`src/rtl/hall_call_encoder_pkg.sv`:
```
// hall_call_encoder_pkg: request codes, motion and encoder state types, index-to-code map.
// Rev 1.0
`default_nettype none

package hall_call_encoder_pkg;

  localparam logic [2:0] C_NONE = 3'b000;
  localparam logic [2:0] C_1U   = 3'b001;
  localparam logic [2:0] C_2U   = 3'b010;
  localparam logic [2:0] C_3U   = 3'b011;
  localparam logic [2:0] C_2D   = 3'b110;
  localparam logic [2:0] C_3D   = 3'b111;
  localparam logic [2:0] C_4D   = 3'b100;

  typedef enum logic [1:0] {
    STAY = 2'd0,
    UP   = 2'd1,
    DOWN = 2'd2
  } motion_t;

  typedef enum logic [1:0] {
    ST_IDLE = 2'd0,
    ST_HOLD = 2'd1,
    ST_GAP  = 2'd2
  } enc_state_t;

  // Button index order is 1U,2U,3U,2D,3D,4D.
  function automatic logic [2:0] code_of(input logic [2:0] idx);
    logic [2:0] code;
    code = C_NONE;
    case (idx)
      3'd0:    code = C_1U;
      3'd1:    code = C_2U;
      3'd2:    code = C_3U;
      3'd3:    code = C_2D;
      3'd4:    code = C_3D;
      3'd5:    code = C_4D;
      default: code = C_NONE;
    endcase
    return code;
  endfunction

endpackage

`default_nettype wire

```
`src/rtl/hall_call_encoder_if.sv`:
```
// hall_call_encoder_if: landing-button side and controller-din side signals of the encoder.
// Rev 1.0
`default_nettype none

interface hall_call_encoder_if;
  logic [5:0] btn;
  logic [2:0] din_out;
  logic       din_valid;
  logic [5:0] lamp;
  logic       busy;

  modport master (output btn, input din_out, input din_valid, input lamp, input busy);
  modport slave  (input btn, output din_out, output din_valid, output lamp, output busy);
endinterface

`default_nettype wire

```
`src/rtl/hall_call_encoder_rr_arbiter6.sv`:
```
// hall_call_encoder_rr_arbiter6: combinational round-robin search over six pending calls.
// Rev 1.0
`default_nettype none

module hall_call_encoder_rr_arbiter6 (
  input  logic [5:0] pending,
  input  logic [2:0] ptr,
  output logic [2:0] grant,
  output logic       found
);

  always_comb begin
    grant = 3'd0;
    found = 1'b0;
    for (int k = 0; k < 6; k++) begin
      logic [3:0] w_sum;
      logic [2:0] w_idx;
      w_sum = {1'b0, ptr} + 4'(k);
      w_idx = (w_sum >= 4'd6) ? 3'(w_sum - 4'd6) : w_sum[2:0];
      if (!found && pending[w_idx]) begin
        found = 1'b1;
        grant = w_idx;
      end
    end
  end

endmodule

`default_nettype wire

```
`src/rtl/hall_call_encoder.sv`:
```
// hall_call_encoder: latches hall calls, round-robin serialises them onto din with hold/gap timing.
// Optional macro HALL_CALL_SYNC_EN adds a 2-flop button synchronizer. Rev 1.0
`default_nettype none

module hall_call_encoder
  import hall_call_encoder_pkg::*;
#(
  parameter int HOLD_CYCLES = 5,
  parameter int GAP_CYCLES  = 1
) (
  input  logic                 clk,
  input  logic                 rst_n,
  hall_call_encoder_if.slave   bus
);

  localparam int MAX_CYC = (HOLD_CYCLES > GAP_CYCLES) ? HOLD_CYCLES : GAP_CYCLES;
  localparam int CNT_W   = (MAX_CYC > 1) ? $clog2(MAX_CYC) : 1;
  localparam logic [CNT_W-1:0] c_hold_load = CNT_W'(HOLD_CYCLES - 1);
  localparam logic [CNT_W-1:0] c_gap_load  = CNT_W'(GAP_CYCLES - 1);

  logic [5:0]       w_btn_s;
  logic [5:0]       r_btn_d;
  logic [5:0]       r_pending;
  logic [2:0]       r_ptr;
  logic [2:0]       r_grant;
  logic [CNT_W-1:0] r_cnt;
  enc_state_t       r_state;
  logic [2:0]       r_din_out;
  logic             r_din_valid;

  logic [5:0]       w_rise;
  logic [2:0]       w_grant;
  logic             w_found;
  logic             w_take;
  logic [2:0]       w_ptr_next;
  logic [5:0]       w_clear;
  logic [5:0]       w_pending_next;

`ifdef HALL_CALL_SYNC_EN
  logic [5:0] r_sync1;
  logic [5:0] r_sync2;

  always_ff @(posedge clk or negedge rst_n) begin
    if (!rst_n) begin
      r_sync1 <= 6'd0;
      r_sync2 <= 6'd0;
    end else begin
      r_sync1 <= bus.btn;
      r_sync2 <= r_sync1;
    end
  end

  assign w_btn_s = r_sync2;
`else
  assign w_btn_s = bus.btn;
`endif

  assign w_rise = w_btn_s & ~r_btn_d;

  hall_call_encoder_rr_arbiter6 u_arb (
    .pending (r_pending),
    .ptr     (r_ptr),
    .grant   (w_grant),
    .found   (w_found)
  );

  // A new grant is taken from IDLE, or straight out of the last GAP cycle.
  assign w_take = w_found &&
                  ((r_state == ST_IDLE) || ((r_state == ST_GAP) && (r_cnt == '0)));
  assign w_ptr_next = (w_grant == 3'd5) ? 3'd0 : w_grant + 3'd1;
  assign w_clear    = w_take ? (6'b000001 << w_grant) : 6'd0;
  // OR-ing the rise last lets a re-press of the granted call survive its own clear.
  assign w_pending_next = (r_pending & ~w_clear) | w_rise;

  always_ff @(posedge clk or negedge rst_n) begin
    if (!rst_n) begin
      r_btn_d     <= 6'd0;
      r_pending   <= 6'd0;
      r_ptr       <= 3'd0;
      r_grant     <= 3'd0;
      r_cnt       <= '0;
      r_state     <= ST_IDLE;
      r_din_out   <= C_NONE;
      r_din_valid <= 1'b0;
    end else begin
      r_btn_d   <= w_btn_s;
      r_pending <= w_pending_next;
      if (w_take) begin
        r_state     <= ST_HOLD;
        r_grant     <= w_grant;
        r_ptr       <= w_ptr_next;
        r_cnt       <= c_hold_load;
        r_din_out   <= code_of(w_grant);
        r_din_valid <= 1'b1;
      end else begin
        case (r_state)
          ST_HOLD: begin
            if (r_cnt == '0) begin
              r_state     <= ST_GAP;
              r_cnt       <= c_gap_load;
              r_din_out   <= C_NONE;
              r_din_valid <= 1'b0;
            end else begin
              r_cnt <= r_cnt - 1'b1;
            end
          end
          ST_GAP: begin
            if (r_cnt == '0) begin
              r_state <= ST_IDLE;
            end else begin
              r_cnt <= r_cnt - 1'b1;
            end
          end
          default: begin
            r_state     <= ST_IDLE;
            r_din_out   <= C_NONE;
            r_din_valid <= 1'b0;
          end
        endcase
      end
    end
  end

  assign bus.din_out   = r_din_out;
  assign bus.din_valid = r_din_valid;
  assign bus.lamp      = r_pending |
                         ((r_state == ST_HOLD) ? (6'b000001 << r_grant) : 6'd0);
  assign bus.busy      = (r_pending != 6'd0) || (r_state != ST_IDLE);

endmodule

`default_nettype wire

```
`src/flat_wrapper.sv`:
```
// flat-port wrapper written by rule: the top's interface ports become plain ports
module hall_call_encoder_flat import hall_call_encoder_pkg::*;
#(
  parameter int HOLD_CYCLES = 5,
  parameter int GAP_CYCLES  = 1
)
  (clk, rst_n, bus_btn, bus_din_out, bus_din_valid, bus_lamp, bus_busy);
  hall_call_encoder_if bus_i ();
  input  logic clk;
  input  logic rst_n;
  input wire logic [$bits(bus_i.btn)-1:0] bus_btn;
  output wire logic [$bits(bus_i.din_out)-1:0] bus_din_out;
  output wire logic [$bits(bus_i.din_valid)-1:0] bus_din_valid;
  output wire logic [$bits(bus_i.lamp)-1:0] bus_lamp;
  output wire logic [$bits(bus_i.busy)-1:0] bus_busy;
  assign bus_i.btn = bus_btn;
  assign bus_din_out = bus_i.din_out;
  assign bus_din_valid = bus_i.din_valid;
  assign bus_lamp = bus_i.lamp;
  assign bus_busy = bus_i.busy;
  hall_call_encoder #(.HOLD_CYCLES(HOLD_CYCLES), .GAP_CYCLES(GAP_CYCLES)) u_core (.clk(clk), .rst_n(rst_n), .bus(bus_i));
endmodule
```
`config.mk`:
```
export PLATFORM = sky130hd
export DESIGN_NAME = hall_call_encoder_flat
export DESIGN_NICKNAME = d
export VERILOG_FILES = /design/src/rtl/hall_call_encoder_pkg.sv /design/src/rtl/hall_call_encoder_if.sv /design/src/rtl/hall_call_encoder_rr_arbiter6.sv /design/src/rtl/hall_call_encoder.sv /design/src/flat_wrapper.sv
export SDC_FILE = /design/constraint.sdc
export NUM_CORES = 1
export LEC_CHECK = 0
export ABC_AREA = 1
export CAP_MARGIN = 20
export CORE_MARGIN = 2
export CORE_UTILIZATION = 45
export CTS_CLUSTER_DIAMETER = 50
export DETAILED_ROUTE_END_ITERATION = 7
export DONT_BUFFER_PORTS = 1
export PLACE_DENSITY = 0.7
export RECOVER_POWER = 50
export SLEW_MARGIN = 20
export SYNTH_ARGS = -nofsm -noshare
export SYNTH_HDL_FRONTEND = slang
export SYNTH_SLANG_ARGS = --single-unit
```
`constraint.sdc`:
```
create_clock -name clk -period 4.4 [get_ports clk]
set_input_delay 0.44 -clock clk [delete_from_list [all_inputs] [get_ports clk]]
set_output_delay 0.44 -clock clk [all_outputs]
set_load 0.03 [all_outputs]
```
==> impl_results.md <==
- # clock sinks: 27
- Top delay family on crit path: simple AND/OR/NAND/NOR gates
- First-pass GRT wire length: between 8 and 9 mm
- Max_slew headroom: under 10%
- Routed WL: about 4.8 mm
- Synth area leaders: dfrtp_1 31%, nand2_1 15%, nand3_1 8.4%, inv_1 8.0%, ha_1 7.6%
- Global placer's final weighted congestion: between 0.8 and 0.9
- Area growth syn-to-layout: 3.32%
- Clock slew at reported path FFs: 0.09 ns
- Distinct cells, synth: 29
- CP max stage delay: 0.74 ns
- Total of warnings raised by yosys: 0
- Starting Density: a little under half
- CP Launch Type: flip-flop
- Synth Register Bits: 27
- Hold Path Class: in2reg
- CTS tree: done
- Crit end category: flip-flop
- XOR/XNOR Fraction of Synth Area: roughly 1.2%
- Final #Nets: 334
- Top-count cell post-synth: nand2_1
- Mapped Cells: a little over 300
- Critical path class: reg2reg
- Slowest stage cell, crit path: dfrtp_1
- Final setup vio count: 0
- Commonest cells post-synth: 84 x nand2_1, 46 x inv_1, 36 x nand3_1
- Setup TNS Final: 0 ns
- Leak Pwr: approximately 1.2 nW
- Port Buffers: 0
- Gr ovfl total: 0
- Boundary Pins: 19
- Clk root buf: clkbuf_8
- Post-route DRC: 0
- Worst path cell trace: inv_1 -> ha_1 -> inv_2 -> nand3_2 -> nand2_1 -> inv_2 -> nand2_2 -> nand2_2 -> nand2_1 -> nand2_2 -> nand3_4 -> nand2_4 -> nor2_1 -> nand2_1 -> nand3_1 -> nor2_4 -> nor2_1 -> ha_1 -> nor2_1 -> o21ai_1 -> inv_1
- Final Max Slew Viols: 0
- Seq/Total Area, Yosys: a little under a third
- CORE AREA: 4660 sq um
- Die area: ~5300 sq um
- Most area-hungry cell type in the Yosys netlist: dfrtp_1
- Worst EP arrival: around 3.6 ns
- Die width: roughly 73 um
- Adder-Cell Fraction of Synth Area: between 7 and 8%
- Setup repair after global routing missed its margin: false
- Compound-Gate Fraction of Synth Area: between 10% and 20%
- Largest family of logic cells by synthesized area: simple AND/OR/NAND/NOR gates
- Post-synthesis simple-gate area fraction: a little under two fifths
- Die span in y: roughly 73 um
- Antenna Nets Post-Route: 0
- MaxCap Viol Count: 0
- Peak VDD IR: approximately 0.19 mV
- Worst-Margin Slew: between 1 and 1.5 ns
- Maximum number of pins on one net before global-route repair: 28
- Hold Vio Cnt, Final: 0
- Final HPWL DP: between 3 and 4 mm
- Status: finished clean
- Overall routing resource usage: 19.9%
- Period utilization: between 70% and 80%
- Power consumption: 0.000426 W
- Synth Area per Inst: 6.92 sq um
- Primary FF master, synth: dfrtp_1
- Fill cells: roughly 480
- Share of cells above drive strength 1: 9.94%
- Fmax: about 0.30 GHz
- Wirelength per Cell: roughly 13 um
- Top cell type's share of synthesized area: around a third
- Critical Path RT: 4.57 ns
- Post-synthesis mux area share: 0%
- # rows: 25
- EDFF count, synth: 0
- Buffers & Inverters on Critical Path: 4
- Diodes inserted: 0
- Initial antenna violation count: 0
- CTS resizes: 0
- Clock Skew: between 0.002 and 0.003 ns
- Number of CTS-inserted buffers: 3
- CTS H-tree lvls: 1
- DR vias: between 1500 and 2000
- Vias in the first global route: ~2000
- Ys async rst share: between 90% and 100%
- DRT iter0 DRCs: 76
- Clk buf depth: 2
- Crit Path Max Fanout: 21
- First-pass DRT Iterations: 5
- Min Tclk post-route: roughly 3.4 ns
- Mean number of vias per cell: between 5 and 6
- Syn nets: ~330
- Skew-Pair Late Insertion Delay: approximately 0.27 ns
- Power Density: between 150 and 200 nW/um^2
- Post-Syn Area: 2150 sq um
-- per-layer routing --
metal | share of wire [%] | track usage [%] | vias to the layer above
met5 | 0 | 0 | -
met4 | 2.7 | 8.44 | 0
met3 | 4.5 | 3.04 | 13
met2 | 49 | 34.9 | 34
met1 | 44 | 24.0 | 907
li1 | - | - | 1004
-- flip-flops by register name, indices dropped and copies added (netlist names) --
register and flops:
u_core.bus.din_out 3, u_core.r_ptr 3, u_core.r_grant 3, u_core.r_pending 6, u_core.r_cnt 3, u_core.r_state 2
u_core.bus.din_valid 1, u_core.r_btn_d 6
-- worst paths after layout --
kind                       slack, ns                  end  cells after the start              start
min in group asynchronous       1.03    u_core.r_btn_d[0]                      2              rst_n
max                             1.02      u_core.r_ptr[2]                     21    u_core.r_ptr[0]
min reg2reg                     0.42  u_core.r_pending[2]                      1  u_core.r_btn_d[2]
max in group asynchronous       2.55    u_core.r_grant[2]                      2              rst_n
max reg2reg                     1.02      u_core.r_ptr[2]                     21    u_core.r_ptr[0]
min                             0.19    u_core.r_btn_d[5]                      0         bus_btn[5]
-- through the flow --
stage	cell area (sq um)	hold WS, ns	setup WS, ns	utilization (%)	instances
2_1_floorplan	2150	0.144	1.64	-	311
3_3_place_gp	2160	0.145	1.16	46.4	360
3_5_place_dp	2160	0.145	1.06	46.4	360
4_1_cts	2240	0.190	1.06	48.0	366
5_1_grt	2220	0.183	0.677	47.7	366
6_report	2220	0.188	1.02	47.7	366
-- cell type report --
cell class	count	area, sq um	area share (%)
well taps	54	67.6	3.04
repair buffers	2	13.8	0.619
inverters	57	214	9.63
clock inverters	1	5.00	0.225
flip-flops and latches	27	676	30.4
multi-input cells	222	1200	54.2
clock buffers	3	41.3	1.86
-- timing repair --
item	4_1_cts	5_1_grt
hold buffers	2	0
setup buffers	0	0
endpoints found under the hold margin	27	0
-- power breakdown --
part / internal [W] / switching [W]
clock: 0.0000634 / 0.0000740
sequential: 0.000252 / 0.00000298
combinational: 0.00000907 / 0.0000245
total: 0.000325 / 0.000101
-- cells by family (layout without fill, tap and decap cells) --
logic type / after synthesis / count (layout)
flops: 27 / 27
xor+xnor: 3 / 3
compound gates: 39 / 39
simple gates: 167 / 167
fa+ha+maj: 13 / 13
buf+inv: 62 / 63
-- cells in the final DEF, fill, tap and decap left out --
cell type,count
a21oi_1,4
clkbuf_1,1
clkbuf_8,3
clkinv_1,1
clkinv_2,1
dfrtp_1,27
dlygate4sd3_1,1
ha_1,13
inv_1,46
inv_2,10
nand2_1,84
nand2_2,8
nand2_4,1
nand3_1,36
nand3_2,4
nand3_4,1
nand3b_1,1
nand4_1,10
nand4_2,1
nor2_1,17
nor2_4,2
nor3_1,1
nor4_1,1
o211ai_1,6
o21a_1,1
o21ai_0,8
o21ai_1,16
o21bai_1,1
o22ai_1,1
o31ai_1,2
xnor2_1,1
xor2_1,2
Note: power is estimated with default switching activity, not from simulation.
